## src/rtl/scoreboard_ctrl_if.sv

```systemverilog
// Pipeline-side signal bundle for the register scoreboard: ID source/dest info,
// writeback commits, redirect/drain requests, and the resulting stall/flush controls.
interface scoreboard_ctrl_if;
   // Handshake: ID offers an instruction by raising id_valid_i. The instruction
   // is consumed on a rising edge only if hold_o and flush_o are both low that
   // cycle. While hold_o is high, ID must keep its fields stable. flush_o discards
   // the instruction regardless of hold_o.
   logic       id_valid_i;
   logic [4:0] id_rs1_addr_i;
   logic [4:0] id_rs2_addr_i;
   logic [4:0] id_rd_addr_i;
   logic       id_reg_wen_i;
   logic       wb_reg_wen_i;
   logic [4:0] wb_rd_addr_i;
   logic       jump_en_i;
   logic       drain_req_i;
   logic       hold_o;
   logic       bubble_o;
   logic       flush_o;
   logic       drain_ack_o;
   logic [5:0] pend_total_o;
   logic       err_o;

   modport master (
      output id_valid_i, id_rs1_addr_i, id_rs2_addr_i, id_rd_addr_i, id_reg_wen_i,
      output wb_reg_wen_i, wb_rd_addr_i, jump_en_i, drain_req_i,
      input  hold_o, bubble_o, flush_o, drain_ack_o, pend_total_o, err_o
   );

   modport slave (
      input  id_valid_i, id_rs1_addr_i, id_rs2_addr_i, id_rd_addr_i, id_reg_wen_i,
      input  wb_reg_wen_i, wb_rd_addr_i, jump_en_i, drain_req_i,
      output hold_o, bubble_o, flush_o, drain_ack_o, pend_total_o, err_o
   );
endinterface

```

## src/rtl/scoreboard_ctrl.sv

```systemverilog
// Per-register pending-write scoreboard: stalls ID on RAW hazards or counter
// saturation, flushes on redirect, and drains all outstanding writes on request.
module scoreboard_ctrl #(
   parameter int CNT_W = 2
) (
   input  logic             clk,
   input  logic             rst_n,
   scoreboard_ctrl_if.slave sb,
   output logic [1:0]       dbg_state_o
);

   typedef enum logic [1:0] {
      ST_IDLE  = 2'd0,
      ST_DRAIN = 2'd1,
      ST_ACK   = 2'd2
   } state_e;

   localparam logic [CNT_W-1:0] CNT_MAX = '1;
   localparam int               SUM_W   = CNT_W + 5;

   logic [CNT_W-1:0] cnt_q [1:31];
   logic [CNT_W-1:0] cnt_d [1:31];
   logic [CNT_W-1:0] cur   [0:31];
   logic [CNT_W-1:0] eff   [0:31];
   logic [31:0]      wb_clr;
   logic [31:0]      inc;
   logic [SUM_W-1:0] sum;
   state_e           state_q, state_d;
   logic [5:0]       pend_q, pend_d;
   logic             err_q, err_d;
   logic             raw_stall, full_stall, issue, all_clear;

   // Effective counts already credit a same-cycle writeback (regfile forwards it).
   always_comb begin
      cur[0]    = '0;
      eff[0]    = '0;
      wb_clr    = '0;
      all_clear = 1'b1;
      for (int r = 1; r < 32; r++) begin
         cur[r]    = cnt_q[r];
         wb_clr[r] = sb.wb_reg_wen_i && (sb.wb_rd_addr_i == 5'(r)) && (cnt_q[r] != '0);
         eff[r]    = cnt_q[r] - CNT_W'(wb_clr[r]);
         if (eff[r] != '0) all_clear = 1'b0;
      end
   end

   always_comb begin
      raw_stall  = sb.id_valid_i &&
                   (((sb.id_rs1_addr_i != 5'd0) && (eff[sb.id_rs1_addr_i] != '0)) ||
                    ((sb.id_rs2_addr_i != 5'd0) && (eff[sb.id_rs2_addr_i] != '0)));
      full_stall = sb.id_valid_i && sb.id_reg_wen_i && (sb.id_rd_addr_i != 5'd0) &&
                   (eff[sb.id_rd_addr_i] == CNT_MAX);
      issue      = sb.id_valid_i && !raw_stall && !full_stall && !sb.jump_en_i &&
                   (state_q == ST_IDLE);
   end

   always_comb begin
      state_d = state_q;
      case (state_q)
         ST_IDLE:  if (sb.drain_req_i) state_d = ST_DRAIN;
         ST_DRAIN: if (all_clear) state_d = ST_ACK;
         ST_ACK:   state_d = ST_IDLE;
         default:  state_d = ST_IDLE;
      endcase
   end

   always_comb begin
      inc = '0;
      sum = '0;
      if (issue && sb.id_reg_wen_i && (sb.id_rd_addr_i != 5'd0)) inc[sb.id_rd_addr_i] = 1'b1;
      for (int r = 1; r < 32; r++) begin
         cnt_d[r] = cnt_q[r] + CNT_W'(inc[r]) - CNT_W'(wb_clr[r]);
         sum      = sum + SUM_W'(cnt_d[r]);
      end
      pend_d = (sum > SUM_W'(63)) ? 6'd63 : 6'(sum);
      // x0 writebacks are architecturally discarded and never flagged.
      err_d  = err_q || (sb.wb_reg_wen_i && (sb.wb_rd_addr_i != 5'd0) &&
                         (cur[sb.wb_rd_addr_i] == '0));
   end

   always_ff @(posedge clk or negedge rst_n) begin
      if (!rst_n) begin
         for (int r = 1; r < 32; r++) cnt_q[r] <= '0;
         state_q <= ST_IDLE;
         pend_q  <= 6'd0;
         err_q   <= 1'b0;
      end else begin
         for (int r = 1; r < 32; r++) cnt_q[r] <= cnt_d[r];
         state_q <= state_d;
         pend_q  <= pend_d;
         err_q   <= err_d;
      end
   end

   assign sb.hold_o       = sb.id_valid_i && !sb.jump_en_i && !issue;
   assign sb.bubble_o     = sb.id_valid_i && !sb.jump_en_i && !issue;
   assign sb.flush_o      = sb.jump_en_i;
   assign sb.drain_ack_o  = (state_q == ST_ACK);
   assign sb.pend_total_o = pend_q;
   assign sb.err_o        = err_q;
   assign dbg_state_o     = state_q;

endmodule

```

## src/flat_wrapper.sv

```systemverilog
// flat-port wrapper written by rule: the top's interface ports become plain ports
module scoreboard_ctrl_flat 
#(
   parameter int CNT_W = 2
)
  (clk, rst_n, dbg_state_o, sb_id_valid_i, sb_id_rs1_addr_i, sb_id_rs2_addr_i, sb_id_rd_addr_i, sb_id_reg_wen_i, sb_wb_reg_wen_i, sb_wb_rd_addr_i, sb_jump_en_i, sb_drain_req_i, sb_hold_o, sb_bubble_o, sb_flush_o, sb_drain_ack_o, sb_pend_total_o, sb_err_o);
  scoreboard_ctrl_if sb_i ();
  input  logic clk;
  input  logic rst_n;
  output logic [1:0] dbg_state_o;
  input wire logic [$bits(sb_i.id_valid_i)-1:0] sb_id_valid_i;
  input wire logic [$bits(sb_i.id_rs1_addr_i)-1:0] sb_id_rs1_addr_i;
  input wire logic [$bits(sb_i.id_rs2_addr_i)-1:0] sb_id_rs2_addr_i;
  input wire logic [$bits(sb_i.id_rd_addr_i)-1:0] sb_id_rd_addr_i;
  input wire logic [$bits(sb_i.id_reg_wen_i)-1:0] sb_id_reg_wen_i;
  input wire logic [$bits(sb_i.wb_reg_wen_i)-1:0] sb_wb_reg_wen_i;
  input wire logic [$bits(sb_i.wb_rd_addr_i)-1:0] sb_wb_rd_addr_i;
  input wire logic [$bits(sb_i.jump_en_i)-1:0] sb_jump_en_i;
  input wire logic [$bits(sb_i.drain_req_i)-1:0] sb_drain_req_i;
  output wire logic [$bits(sb_i.hold_o)-1:0] sb_hold_o;
  output wire logic [$bits(sb_i.bubble_o)-1:0] sb_bubble_o;
  output wire logic [$bits(sb_i.flush_o)-1:0] sb_flush_o;
  output wire logic [$bits(sb_i.drain_ack_o)-1:0] sb_drain_ack_o;
  output wire logic [$bits(sb_i.pend_total_o)-1:0] sb_pend_total_o;
  output wire logic [$bits(sb_i.err_o)-1:0] sb_err_o;
  assign sb_i.id_valid_i = sb_id_valid_i;
  assign sb_i.id_rs1_addr_i = sb_id_rs1_addr_i;
  assign sb_i.id_rs2_addr_i = sb_id_rs2_addr_i;
  assign sb_i.id_rd_addr_i = sb_id_rd_addr_i;
  assign sb_i.id_reg_wen_i = sb_id_reg_wen_i;
  assign sb_i.wb_reg_wen_i = sb_wb_reg_wen_i;
  assign sb_i.wb_rd_addr_i = sb_wb_rd_addr_i;
  assign sb_i.jump_en_i = sb_jump_en_i;
  assign sb_i.drain_req_i = sb_drain_req_i;
  assign sb_hold_o = sb_i.hold_o;
  assign sb_bubble_o = sb_i.bubble_o;
  assign sb_flush_o = sb_i.flush_o;
  assign sb_drain_ack_o = sb_i.drain_ack_o;
  assign sb_pend_total_o = sb_i.pend_total_o;
  assign sb_err_o = sb_i.err_o;
  scoreboard_ctrl #(.CNT_W(CNT_W)) u_core (.clk(clk), .rst_n(rst_n), .sb(sb_i), .dbg_state_o(dbg_state_o));
endmodule
```

## config.mk

```make
export PLATFORM = sky130hd
export DESIGN_NAME = scoreboard_ctrl_flat
export DESIGN_NICKNAME = d
export VERILOG_FILES = /design/src/rtl/scoreboard_ctrl_if.sv /design/src/rtl/scoreboard_ctrl.sv /design/src/flat_wrapper.sv
export SDC_FILE = /design/constraint.sdc
export NUM_CORES = 1
export LEC_CHECK = 0
export ABC_AREA = 1
export CORE_ASPECT_RATIO = 1.75
export CORE_MARGIN = 3
export CORE_UTILIZATION = 55
export CTS_BUF_LIST = sky130_fd_sc_hd__clkbuf_4
export DETAILED_ROUTE_END_ITERATION = 12
export GPL_TIMING_DRIVEN = 0
export PLACE_DENSITY = 0.74
export SYNTH_ARGS = -nofsm -noshare
export SYNTH_HDL_FRONTEND = slang
export SYNTH_SLANG_ARGS = --single-unit
export TNS_END_PERCENT = 30
```

## constraint.sdc

```tcl
create_clock -name clk -period 10.8 [get_ports clk]
set_clock_uncertainty 0.15 [all_clocks]
set_input_delay 1.62 -clock clk [delete_from_list [all_inputs] [get_ports clk]]
set_output_delay 1.62 -clock clk [all_outputs]
set_load 0.01 [all_outputs]
```

==> results.yml <==
status:
  status: "complete, but fails checks"
  violations: "DRC"
timing:
  finalMaxSlewViolations: 0
  period_share_pct: 96.2
  slew_headroom_pct: 29.5
  rsz0062_at_grt: "false"
  setup_ws_ns: 0.415
  setup_viol: 0
  timing.fmax_mhz: 96.3
  period_needed_ns: 10.38
  tightest_slew_ns: 1.05
  hold_violations: 0
clock_network:
  cts_buffers: 9
  htree_levels: 3
  post_cts_buffers: 0
  insertion_delay_ns: 0.45
  cts_buffer_depth: 2
  clkSinkCount: 71
  cts-root-buf: "clkbuf_4"
  cts_tree: "yes"
  clk_pin_slew_worst_paths_ns: 0.12
synth:
  syn_area_per_cell_sq_um: 7.02
  async_flop_share_pct: 100
  yosysMostFrequentCell: "nand2_1"
  synth_edf_count: 0
  yosys.area.top_type_share_pct: 20.3
  synthDistinctLibCells: 32
  ys_seq_area_share_pct: 20.3
  synthesis.area_sq_um: 8740
  synthFlopType: "dfrtp_1"
  synth_nets: 1428
  yosysTopAreaCell: "dfrtp_1"
  synthTopCellsByCount: "nand2_1, inv_1, nor2_1"
  synthCells: 1245
  ys_seq_elements: 71
  synth_warnings: 0
  synth_top_cells_by_area: "dfrtp_1, ha_1, nand2_1"
placement:
  gp_congestion: 1.17
  dp.cells: 1467
  dpl.hpwl_um: 26300
  pre_cts_slack_ns: -1.01
  port_buffers: 35
  dpl-instance-area_sq_um: 9340
die:
  row_count: 60
  pin_count: 40
  fp.dieH_um: 173
  design.core.area_sq_um: 15500
  fp.dieW_um: 101
  dieArea_sq_um: 17500
  start_util_pct: 56.5
setup_path:
  worst_setup_path_end_kind: "register"
  rr_startpoint: "u_core.cnt_q[35]"
  cp.arrival_ns: 10.56
  regToRegSetupSlack_ns: 1.62
  ff2ff_path_depth: 34
  max_stage_delay_ns: 0.56
  critPathKind: "input port to register"
  crit_required_ns: 10.97
  reg2reg_to: "u_core.sb.pend_total_o[4]"
  cp_max_fo: 10
  crit_path_start_kind: "input port"
  slowest_stage: "fa_1"
grt:
  gr-usage-all-layers_pct: 37.1
  grt_pass1_vias: 8543
  grt_antenna_before_repair: 1
  overflow: 0
  grt_pass1_wl_um: 47800
  grt_max_degree: 58
detailed_routing:
  viasPerCell: 5.76
  firstDrtPassIters: 10
  drt_iter0_drc: 727
  drc: 1
  drt-total-wl_um: 31600
  wl_per_cell_um: 21.3
  vias: 8536
  ant_nets: 0
layout:
  drive_above_1_share_pct: 5.32
  fin_nets: 1475
  finish.utilization_pct: 62.5
  fin_cells: 1483
  fillCellCount: 1493
  multi_input_area_sq_um: 6030
  area_delta_synth_final_pct: 10.6
  seqCellArea_sq_um: 1780
  stdcell_area_sq_um: 9660
worst_hold_path:
  whs_endpoint: "u_core.sb.err_o"
  min_from: "u_core.sb.err_o"
  min_path_cells: 2
  min_path_type: "register to register"
run:
  drv_cap: 0
==> layout by cell type, fill, tap and decap left out, drive strengths merged <==
| master | count |
|---|---|
| nand2 | 311 |
| inv | 258 |
| nor2 | 117 |
| ha | 99 |
| nand3 | 89 |
| dfrtp | 71 |
| fa | 57 |
| o21ai | 50 |
| xor2 | 35 |
| clkdlybuf4s50 | 28 |
| nor3 | 26 |
| xnor2 | 25 |
| clkbuf | 24 |
| a21oi | 20 |
| buf | 15 |
| nor4 | 11 |
| nand4 | 8 |
| o22ai | 7 |
| o211ai | 6 |
| nor3b | 6 |
| o221ai | 5 |
| dlymetal6s2s | 5 |
| and2 | 4 |
| a22oi | 4 |
| clkinv | 4 |
| or2 | 2 |
| a21boi | 2 |
| o21a | 2 |
| clkinvlp | 2 |
| diode | 1 |
| a211oi | 1 |
| nand3b | 1 |
| bufinv | 1 |
==> layer usage <==
| layer | GRT usage (%) | wire (um) | vias to the layer above | share of wire, % |
|---|---|---|---|---|
| li1 | - | - | 3938 | - |
| met1 | 43.3 | 10900 | 3917 | 35 |
| met2 | 60.2 | 15300 | 511 | 48 |
| met3 | 5.29 | 2480 | 170 | 7.9 |
| met4 | 27.6 | 2880 | 0 | 9.1 |
| met5 | 0 | 0 | - | 0 |
==> final cells by class <==
class / count / share of cell area, %
Antenna cell: 1 / 0.0259
Buffer: 27 / 1.40
Clock buffer: 9 / 0.699
Clock inverter: 6 / 0.648
Inverter: 259 / 10.1
Multi-Input combinational cell: 888 / 62.4
Sequential cell: 71 / 18.4
Tap cell: 186 / 2.41
Timing Repair Buffer: 36 / 3.96
==> cell families (layout without fill, tap and decap cells) <==
logic type,count (synthesis),after routing,share of synthesized area [%]
other,0,1,0
xor gates and xnor gates,60,60,6.02
AOI/OAI and AO/OA,97,97,6.30
buffers and inverters,286,337,12.6
DFF,71,71,20.3
and+or+nand+nor,575,575,27.5
adders and majority gates,156,156,27.2
==> how the worst max path moves through the flow <==
stage | startpoint | to | slack, ns | cells after the start
after floorplan | sb_wb_rd_addr_i[1] | u_core.sb.pend_total_o[2] | 1.17 | 37
after global placement | sb_wb_rd_addr_i[0] | u_core.sb.pend_total_o[2] | -0.91 | 38
after detailed placement | sb_wb_rd_addr_i[1] | u_core.sb.pend_total_o[4] | -1.01 | 38
after CTS | sb_wb_rd_addr_i[4] | u_core.sb.pend_total_o[4] | 0.0008 | 40
after global routing | sb_wb_rd_addr_i[0] | u_core.sb.pend_total_o[4] | 0.03 | 41
final | sb_wb_reg_wen_i | u_core.sb.pend_total_o[4] | 0.42 | 37
==> worst max-delay path: cells and delay by family <==
family	cells	cell delay, ns
simple gates	16	1.85
compound gates	4	0.68
buf+inv	5	0.95
fa+ha+maj	12	5.44
==> stage by stage <==
stage          hold slack (ns)  setup TNS, ns
2_1_floorplan            0.350              0
3_3_place_gp             0.303          -5.15
3_5_place_dp             0.329          -5.76
4_1_cts                  0.361              0
5_1_grt                  0.390              0
6_report                 0.356              0
==> sequential cells by signal, indices dropped and copies added, names as in the netlist <==
register and cells:
u_core.cnt_q 62, u_core.sb.pend_total_o 6, u_core.dbg_state_o 2, u_core.sb.err_o 1
==> repair_timing <==
action	in CTS	in global routing
setup endpoints to repair	6	6
gates resized for setup	18	38
hold buffers	0	0
Power is left out: the tool's default activity adds up to more than one toggle a clock period on the data nets, which glitch-free logic cannot reach.
